File: src/rtl/fetch_unit_if.sv
// Memory-arbiter client port used by the instruction fetch unit.
// master: the fetch unit (requester); slave: the arbiter side.
interface fetch_unit_if #(
  parameter int M_WIDTH = 8
);
  logic               mem_req;
  logic [M_WIDTH-1:0] mem_addr;
  logic               mem_we;
  logic [M_WIDTH-1:0] mem_data_out;
  logic               mem_ready;
  logic [M_WIDTH-1:0] mem_data_in;

  modport master (
    output mem_req,
    output mem_addr,
    output mem_we,
    output mem_data_out,
    input  mem_ready,
    input  mem_data_in
  );

  modport slave (
    input  mem_req,
    input  mem_addr,
    input  mem_we,
    input  mem_data_out,
    output mem_ready,
    output mem_data_in
  );
endinterface

File: src/rtl/fetch_unit.sv
// Instruction fetch unit: read-only client of the shared memory arbiter.
// Fetches one byte at a time into a small PC-tagged prefetch FIFO and
// presents the head entry to decode. A redirect flushes the FIFO and
// drops the response of any fetch that is still in flight.
// Optional: define FETCH_DISCARD_CNT_EN to add a saturating 8-bit
// discard_cnt output counting responses dropped because of redirects.
module fetch_unit #(
  parameter int M_WIDTH = 8,
  parameter int DEPTH   = 4
) (
  input  logic               clk,
  input  logic               rst,
  fetch_unit_if.master       mem,
  output logic [M_WIDTH-1:0] instr,
  output logic [M_WIDTH-1:0] instr_pc,
  output logic               instr_valid,
  input  logic               instr_ack,
  input  logic               redirect,
  input  logic [M_WIDTH-1:0] redirect_pc
`ifdef FETCH_DISCARD_CNT_EN
  ,
  output logic [7:0]         discard_cnt
`endif
);

  // DEPTH is a power of two, so the pointers wrap for free.
  localparam int PTR_W = $clog2(DEPTH);
  localparam int CNT_W = PTR_W + 1;
  localparam logic [CNT_W-1:0] FULL = CNT_W'(DEPTH);

  typedef enum logic [1:0] {
    IDLE,
    REQ,
    RELEASE
  } state_t;

  state_t             state_reg, state_next;
  logic [M_WIDTH-1:0] addr_reg, addr_next;
  logic [M_WIDTH-1:0] fetch_pc_reg, fetch_pc_next;
  logic               discard_reg, discard_next;
  logic               push;
  logic               pop;

  logic [PTR_W-1:0]   rd_ptr_reg, wr_ptr_reg;
  logic [CNT_W-1:0]   count_reg;
  logic [M_WIDTH-1:0] data_mem [DEPTH];
  logic [M_WIDTH-1:0] pc_mem   [DEPTH];

  // Next-state logic for the request handshake, fetch PC and discard flag.
  always_comb begin
    state_next    = state_reg;
    addr_next     = addr_reg;
    fetch_pc_next = fetch_pc_reg;
    discard_next  = discard_reg;
    push          = 1'b0;
    case (state_reg)
      IDLE: begin
        // Only one fetch is ever in flight, so room now means room at push.
        if (!redirect && (count_reg < FULL)) begin
          state_next = REQ;
          addr_next  = fetch_pc_reg;
        end
      end
      REQ: begin
        if (mem.mem_ready) begin
          state_next = RELEASE;
          if (!discard_reg && !redirect) begin
            push          = 1'b1;
            fetch_pc_next = addr_reg + M_WIDTH'(1);
          end else begin
            discard_next = 1'b0;
          end
        end else if (redirect) begin
          // The request cannot be withdrawn; remember to drop its reply.
          discard_next = 1'b1;
        end
      end
      RELEASE: begin
        // The arbiter holds ready until it sees our request drop.
        if (!mem.mem_ready) begin
          state_next = IDLE;
        end
      end
      default: state_next = IDLE;
    endcase
    if (redirect) begin
      fetch_pc_next = redirect_pc;
    end
  end

  // Handshake state register.
  always_ff @(posedge clk) begin
    if (rst) begin
      state_reg    <= IDLE;
      addr_reg     <= '0;
      fetch_pc_reg <= '0;
      discard_reg  <= 1'b0;
    end else begin
      state_reg    <= state_next;
      addr_reg     <= addr_next;
      fetch_pc_reg <= fetch_pc_next;
      discard_reg  <= discard_next;
    end
  end

  // A redirect wins over a same-cycle acknowledge.
  assign pop = instr_ack && (count_reg != '0) && !redirect;

  // FIFO pointers and occupancy; a redirect empties the queue.
  always_ff @(posedge clk) begin
    if (rst || redirect) begin
      rd_ptr_reg <= '0;
      wr_ptr_reg <= '0;
      count_reg  <= '0;
    end else begin
      if (push) begin
        wr_ptr_reg <= wr_ptr_reg + 1'b1;
      end
      if (pop) begin
        rd_ptr_reg <= rd_ptr_reg + 1'b1;
      end
      case ({push, pop})
        2'b10:   count_reg <= count_reg + 1'b1;
        2'b01:   count_reg <= count_reg - 1'b1;
        default: count_reg <= count_reg;
      endcase
    end
  end

  // FIFO storage: fetched byte and the address it came from.
  always_ff @(posedge clk) begin
    if (push) begin
      data_mem[wr_ptr_reg] <= mem.mem_data_in;
      pc_mem[wr_ptr_reg]   <= addr_reg;
    end
  end

  assign instr       = data_mem[rd_ptr_reg];
  assign instr_pc    = pc_mem[rd_ptr_reg];
  assign instr_valid = (count_reg != '0);

  assign mem.mem_req      = (state_reg == REQ);
  assign mem.mem_addr     = addr_reg;
  assign mem.mem_we       = 1'b0;
  assign mem.mem_data_out = '0;

`ifdef FETCH_DISCARD_CNT_EN
  logic       drop;
  logic [7:0] discard_cnt_reg;

  // A response is dropped when it lands while flagged or under a redirect.
  assign drop = (state_reg == REQ) && mem.mem_ready && (discard_reg || redirect);

  // Saturating count of dropped responses.
  always_ff @(posedge clk) begin
    if (rst) begin
      discard_cnt_reg <= 8'd0;
    end else if (drop && (discard_cnt_reg != 8'hFF)) begin
      discard_cnt_reg <= discard_cnt_reg + 8'd1;
    end
  end

  assign discard_cnt = discard_cnt_reg;
`endif

endmodule

File: src/flat_wrapper.sv
// flat-port wrapper written by rule: the top's interface ports become plain ports
module fetch_unit_flat 
#(
  parameter int M_WIDTH = 8,
  parameter int DEPTH   = 4
)
  (clk, rst, instr, instr_pc, instr_valid, instr_ack, redirect, redirect_pc, mem_mem_req, mem_mem_addr, mem_mem_we, mem_mem_data_out, mem_mem_ready, mem_mem_data_in);
  fetch_unit_if #(.M_WIDTH(M_WIDTH)) mem_i ();
  input  logic clk;
  input  logic rst;
  output logic [M_WIDTH-1:0] instr;
  output logic [M_WIDTH-1:0] instr_pc;
  output logic instr_valid;
  input  logic instr_ack;
  input  logic redirect;
  input  logic [M_WIDTH-1:0] redirect_pc;
  output wire logic [$bits(mem_i.mem_req)-1:0] mem_mem_req;
  output wire logic [$bits(mem_i.mem_addr)-1:0] mem_mem_addr;
  output wire logic [$bits(mem_i.mem_we)-1:0] mem_mem_we;
  output wire logic [$bits(mem_i.mem_data_out)-1:0] mem_mem_data_out;
  input wire logic [$bits(mem_i.mem_ready)-1:0] mem_mem_ready;
  input wire logic [$bits(mem_i.mem_data_in)-1:0] mem_mem_data_in;
  assign mem_mem_req = mem_i.mem_req;
  assign mem_mem_addr = mem_i.mem_addr;
  assign mem_mem_we = mem_i.mem_we;
  assign mem_mem_data_out = mem_i.mem_data_out;
  assign mem_i.mem_ready = mem_mem_ready;
  assign mem_i.mem_data_in = mem_mem_data_in;
  fetch_unit #(.M_WIDTH(M_WIDTH), .DEPTH(DEPTH)) u_core (.clk(clk), .rst(rst), .mem(mem_i), .instr(instr), .instr_pc(instr_pc), .instr_valid(instr_valid), .instr_ack(instr_ack), .redirect(redirect), .redirect_pc(redirect_pc));
endmodule
File: config.mk
export PLATFORM = sky130hd
export DESIGN_NAME = fetch_unit_flat
export DESIGN_NICKNAME = d
export VERILOG_FILES = /design/src/rtl/fetch_unit_if.sv /design/src/rtl/fetch_unit.sv /design/src/flat_wrapper.sv
export SDC_FILE = /design/constraint.sdc
export NUM_CORES = 1
export LEC_CHECK = 0
export ABC_AREA = 0
export CELL_PAD_IN_SITES_DETAIL_PLACEMENT = 0
export CELL_PAD_IN_SITES_GLOBAL_PLACEMENT = 1
export CORE_ASPECT_RATIO = 1.75
export CORE_MARGIN = 2
export CORE_UTILIZATION = 44
export DETAILED_ROUTE_END_ITERATION = 16
export PLACE_DENSITY = 0.89
export SYNTH_ARGS = -nofsm -noshare
export SYNTH_HDL_FRONTEND = slang
export SYNTH_SLANG_ARGS = --single-unit
File: constraint.sdc
create_clock -name clk -period 2.7 [get_ports clk]
set_input_delay 0.675 -clock clk [delete_from_list [all_inputs] [get_ports clk]]
set_output_delay 0.675 -clock clk [all_outputs]
set_load 0.02 [all_outputs]
Word level (Yosys, flattened, before mapping)
Memories as Yosys holds them, arrays and structs flattened. A register that Yosys moved wholly into a read port is not among the register bits.
Cells that the tools add are included.
{"block": "word_totals", "word_cells": 61, "in_bits": 21, "out_inout_bits": 35, "memories": 2, "ff_bits": 26, "ramBits": 64}
{"name": "u_core.data_mem", "words": 4, "width": 8, "rd": 1, "rd_ports_with_merged_regs": 1, "write_ports": 1, "line": "fetch_unit.sv:46", "rtl": "logic [M_WIDTH-1:0] data_mem [DEPTH];"}
{"name": "u_core.pc_mem", "words": 4, "width": 8, "rd": 1, "rd_ports_with_merged_regs": 1, "write_ports": 1, "line": "fetch_unit.sv:47", "rtl": "logic [M_WIDTH-1:0] pc_mem [DEPTH];"}
{"block": "classes", "magnitude_cmp": 1, "n_eq_ne": 8, "muxes": 21, "addsub": 5, "reduce_logical": 17}
{"operator": "8-bit two-way mux", "n": 4}
{"operator": "2-bit two-way mux", "n": 7}
{"operator": "3-bit AND reduction", "n": 3}
{"operator": "8-bit by 1-bit adder with 8-bit output (second input constant)", "n": 1}
{"operator": "1-bit two-way mux", "n": 8}
{"operator": "2-bit nonzero test", "n": 4}
{"operator": "2-bit one-hot mux with 3 select lines", "n": 1}
{"operator": "3-bit one-hot mux with 2 select lines", "n": 1}
{"operator": "2-bit by 1-bit adder with 2-bit output (second input constant)", "n": 2}
{"operator": "2-bit by 1-bit == test with 1-bit output (second input constant)", "n": 2}
{"operator": "2-bit == test (second input constant)", "n": 2}
{"operator": "1-bit logical AND", "n": 4}
{"operator": "2-bit by 1-bit != test with 1-bit output (second input constant)", "n": 2}
{"operator": "2-bit != test (second input constant)", "n": 2}
{"operator": "3-bit by 1-bit adder with 3-bit output (second input constant)", "n": 1}
{"operator": "3-bit < comparator (second input constant)", "n": 1}
{"operator": "3-bit nonzero test", "n": 1}
{"operator": "3-bit by 1-bit subtractor with 3-bit output (second input constant)", "n": 1}
{"operator": "1-bit logical NOT", "n": 2}
{"operator": "2-bit logical NOT", "n": 1}
{"operator": "2-bit AND reduction", "n": 1}
{"operator": "1-bit logical OR", "n": 1}

Depth between registers and ports, before layout
{"block": "depth", "depth_word": 7, "ltp_mapped": 10, "ltp_nobuf": 9}

Least setup slack after synthesis
Ideal clock, no wire load.
{"block": "synth_path", "path_type": "input-to-reg", "start": "input port mem_mem_ready", "end": "register u_core.count_reg[2]", "required_ns": 2.629, "path_buffers": 1, "path_stages": 10, "setup_time_ns": 0.071, "arrival_time_ns": 2.260, "slack_ns": 0.369, "path_cell_list": "nand4bb_1 -> clkbuf_1 -> nor2_1 -> inv_1 -> ha_1 -> inv_1 -> fa_1 -> xor2_1 -> or3_1 -> a21oi_1"}
{"block": "synth_between", "elab_chain_len": 4, "word_cells_on_any_way": 6, "cone_classes": "eq/ne (2); mux (3); reduce/logical (1)"}
{"item": "start: declaration", "line": "flat_wrapper.sv:21", "rtl": "input wire logic [$bits(mem_i.mem_ready)-1:0] mem_mem_ready;"}
{"item": "1-bit two-way mux (*)", "line": "fetch_unit.sv:65", "rtl": "if (mem.mem_ready) begin"}
{"item": "1-bit two-way mux (*)", "line": "fetch_unit.sv:56", "rtl": "case (state_reg)"}
{"item": "2-bit by 1-bit == test with 1-bit output / 2-bit == test (equally long branches)", "line": "fetch_unit.sv:122", "rtl": "case ({push, pop})"}
{"item": "3-bit one-hot mux with 2 select lines / 2-bit nonzero test (equally long branches)"}
{"item": "end signal: assignment", "line": "fetch_unit.sv:123", "rtl": "2'b10: count_reg <= count_reg + 1'b1;"}
{"item": "end signal: assignment", "line": "fetch_unit.sv:124", "rtl": "2'b01: count_reg <= count_reg - 1'b1;"}
{"item": "end signal: assignment", "line": "fetch_unit.sv:125", "rtl": "default: count_reg <= count_reg;"}
{"item": "end: declaration", "line": "fetch_unit.sv:45", "rtl": "logic [CNT_W-1:0] count_reg;"}
Mark *: on every way between the ends. The rest lies on a longest branch, timed or not.
A chain may end at the register's enable or synchronous reset.

==> flow_metrics.tcl <==
set metrics [dict create \
    antenna_found_initial 0 \
    synth_edf_count 64 \
    gp_congestion 0.7500 \
    die_w_um 73.48 \
    cts_tree "yes" \
    synth_seq_cells 92 \
    dominantRegCellSynth "edfxtp_1" \
    yosys.area.top_type "edfxtp_1" \
    finalHoldViolCount 0 \
    overflow 0 \
    area_growth_pct 23.83 \
    numPortBuffers 46 \
    track_usage_pct 15.31 \
    core-area_sq_um 8258 \
    design.portCount 56 \
    fp-row-count 44 \
    drv_cap 0 \
    chipHeight_um 125.6 \
    grt_max_degree 18 \
    setup_viol 0 \
    crit_fanout 16 \
    yosysWarnings 0 \
    final_nets 326 \
    drive_gt1_share_pct 16.50 \
    htree_levels 3 \
    synth.avg_cell_area_sq_um 15.42 \
    postLayoutCoreUtil_pct 55.74 \
    netlist_instances 241 \
    synth_area_leaders "edfxtp_1, dfxtp_1, mux4_2" \
    cp.arrival_ns 1.96 \
    fmax_mhz 379.5 \
    end_kind "primary output" \
    cts_root_buffer "clkbuf_16" \
    drt_wl_total_um 6336 \
    drt_pass1_iterations 4 \
    viasPerCell 5.218 \
    drc 0 \
    dp_hpwl_um 4328 \
    finClkSkew_ns 0.007562 \
    clock_sinks 92 \
    ant_nets 0 \
    rsz0062_at_grt "no" \
    syn_area_sq_um 3717 \
    grt_pass1_wl_um 10550 \
    critPathTopFamily "buffers and inverters" \
    ys_seq_area_share_pct 66.78 \
    clkLatencyLatePin_ns 0.34 \
    reg.largest.list "u_core.data_mem: 32 flops, u_core.pc_mem: 32 flops" \
    hold_class "reg2reg" \
    timing.final.crit_share_pct 97.58 \
    post_drt_wl_per_cell_um 16.04 \
    drtIter0Drc 126 \
    fin_crit_ns 2.635 \
    vias 2061 \
    peakVddDrop_mv 0.3678 \
    grt_pass1_vias 2189 \
    setup_tns_ns 0 \
    path_buf_inv 2 \
    cp_data_required_time_ns 2.03 \
    die-area_sq_um 9228 \
    maxSlewViolCount 0 \
    async_reset_ff_share_pct 0 \
    clkTransAtPathRegs_ns 0.06 \
    path_cells "buf_12 > mux4_2 > clkdlybuf4s50_1" \
    status "complete, no violations" \
    p_leak_nw 1.662 \
    final_cell_mix "edfxtp_1, clkdlybuf4s50_1, dfxtp_1, nor2_1, mux4_2" \
    start_util_pct 45.02 \
    max_stage_delay_ns 0.56 \
    cts_buffers 9 \
    crit_type "reg2out" \
    postCtsSetupBuffers 0 \
    cpMaxStageDelayCell "clkdlybuf4s50_1" \
    start_kind "register" \
    yosysUniqueCellTypes 41 \
    final_common_cell "edfxtp_1" \
    cts_buffer_depth 2 \
    n_antenna_cell 0 \
    power_density_nw_per_um2 636.4 \
    synth_top_area_share_pct 51.70 \
]
-- cells in the mapped netlist, drive strengths merged (2+ instances only) --
| library cell | n |
|---|---|
| ha | 6 |
| buf | 17 |
| a211o | 2 |
| clkbuf | 4 |
| dfxtp | 28 |
| xor2 | 4 |
| and3 | 2 |
| xnor2 | 6 |
| nor3 | 2 |
| nor2 | 23 |
| a211oi | 2 |
| nor3b | 2 |
| and2 | 4 |
| o32ai | 2 |
| mux2i | 9 |
| inv | 7 |
| nand2 | 9 |
| a21oi | 11 |
| or3 | 3 |
| o22ai | 2 |
| nand3 | 3 |
| mux4 | 16 |
| edfxtp | 64 |
-- worst paths after layout --
path,from,to,slack (ns),cells after the start
setup / recovery,register,instr_pc[4],0.07,3
hold / removal,u_core.fetch_pc_reg[7]$_SDFFE_PP0P_,u_core.mem.mem_addr[7]$_SDFFE_PP0P_,0.49,2
setup reg to reg,u_core.count_reg[2]$_SDFFE_PP0P_,u_core.count_reg[2]$_SDFFE_PP0P_,0.65,8
hold reg to reg,u_core.fetch_pc_reg[7]$_SDFFE_PP0P_,u_core.mem.mem_addr[7]$_SDFFE_PP0P_,0.49,2
-- report_power, final --
part	internal [W]	leakage (nW)	switching, W	total [W]
clock network	0.000752	0.144	0.000467	0.00122
registers	0.00153	0.857	0.0000200	0.00155
logic	0.0000824	0.661	0.0000823	0.000165
total	0.00236	1.66	0.000570	0.00293
-- tightest hold or removal path: stages (launching register included) --
cell     delay (ns)
dfxtp_1        0.32
mux2i_1        0.06
nor2_1         0.07
-- metal layers --
metal / vias to the layer above / track usage [%] / part of all wire, %
li1: 991 / - / -
met1: 1011 / 17.60 / 40
met2: 48 / 26.05 / 54
met3: 11 / 3.546 / 3.6
met4: 0 / 7.380 / 2.3
met5: - / 0 / 0
-- cells by family (layout without fill, tap and decap cells) --
group / Yosys count / count (layout) / synth area share [%]
other cells: 1 / 9 / 0.1009
fa+ha+maj: 7 / 7 / 2.558
flops: 92 / 92 / 66.78
compound gates: 21 / 21 / 3.534
mux: 26 / 26 / 12.42
simple gates: 56 / 56 / 7.876
xor+xnor: 10 / 10 / 2.356
buf+inv: 28 / 82 / 4.375
-- what timing repair did --
item / in CTS / in global routing
hold buffers: 0 / 0
resized for setup: 0 / 3
endpoints found under the setup margin: 0 / 3
-- area by class of cell --
cell class | count | area, sq um
multi-input cells | 129 | 1109
fillers | 675 | 3655
flip-flops and latches | 92 | 2482
clock inverters | 2 | 35.03
repair buffers | 59 | 578.1
clock buffers | 14 | 257.7
well taps | 92 | 115.1
inverters | 7 | 26.28
-- per-stage QoR --
step	area (sq um)	hold WS, ns	cells	total power [W]	setup slack [ns]
finish	4603	0.4899	395	0.002930	0.06523
global route	4603	0.5275	395	0.003028	0.002880
CTS	4596	0.4903	395	0.002963	0.009091
detailed placement	4303	0.4782	379	0.001741	0.001634
global placement	4303	0.4627	379	0.001737	0.04560
floorplan	3747	0.4553	249	0.001675	0.3690
No activity file was read; power rests on OpenSTA's default activity.
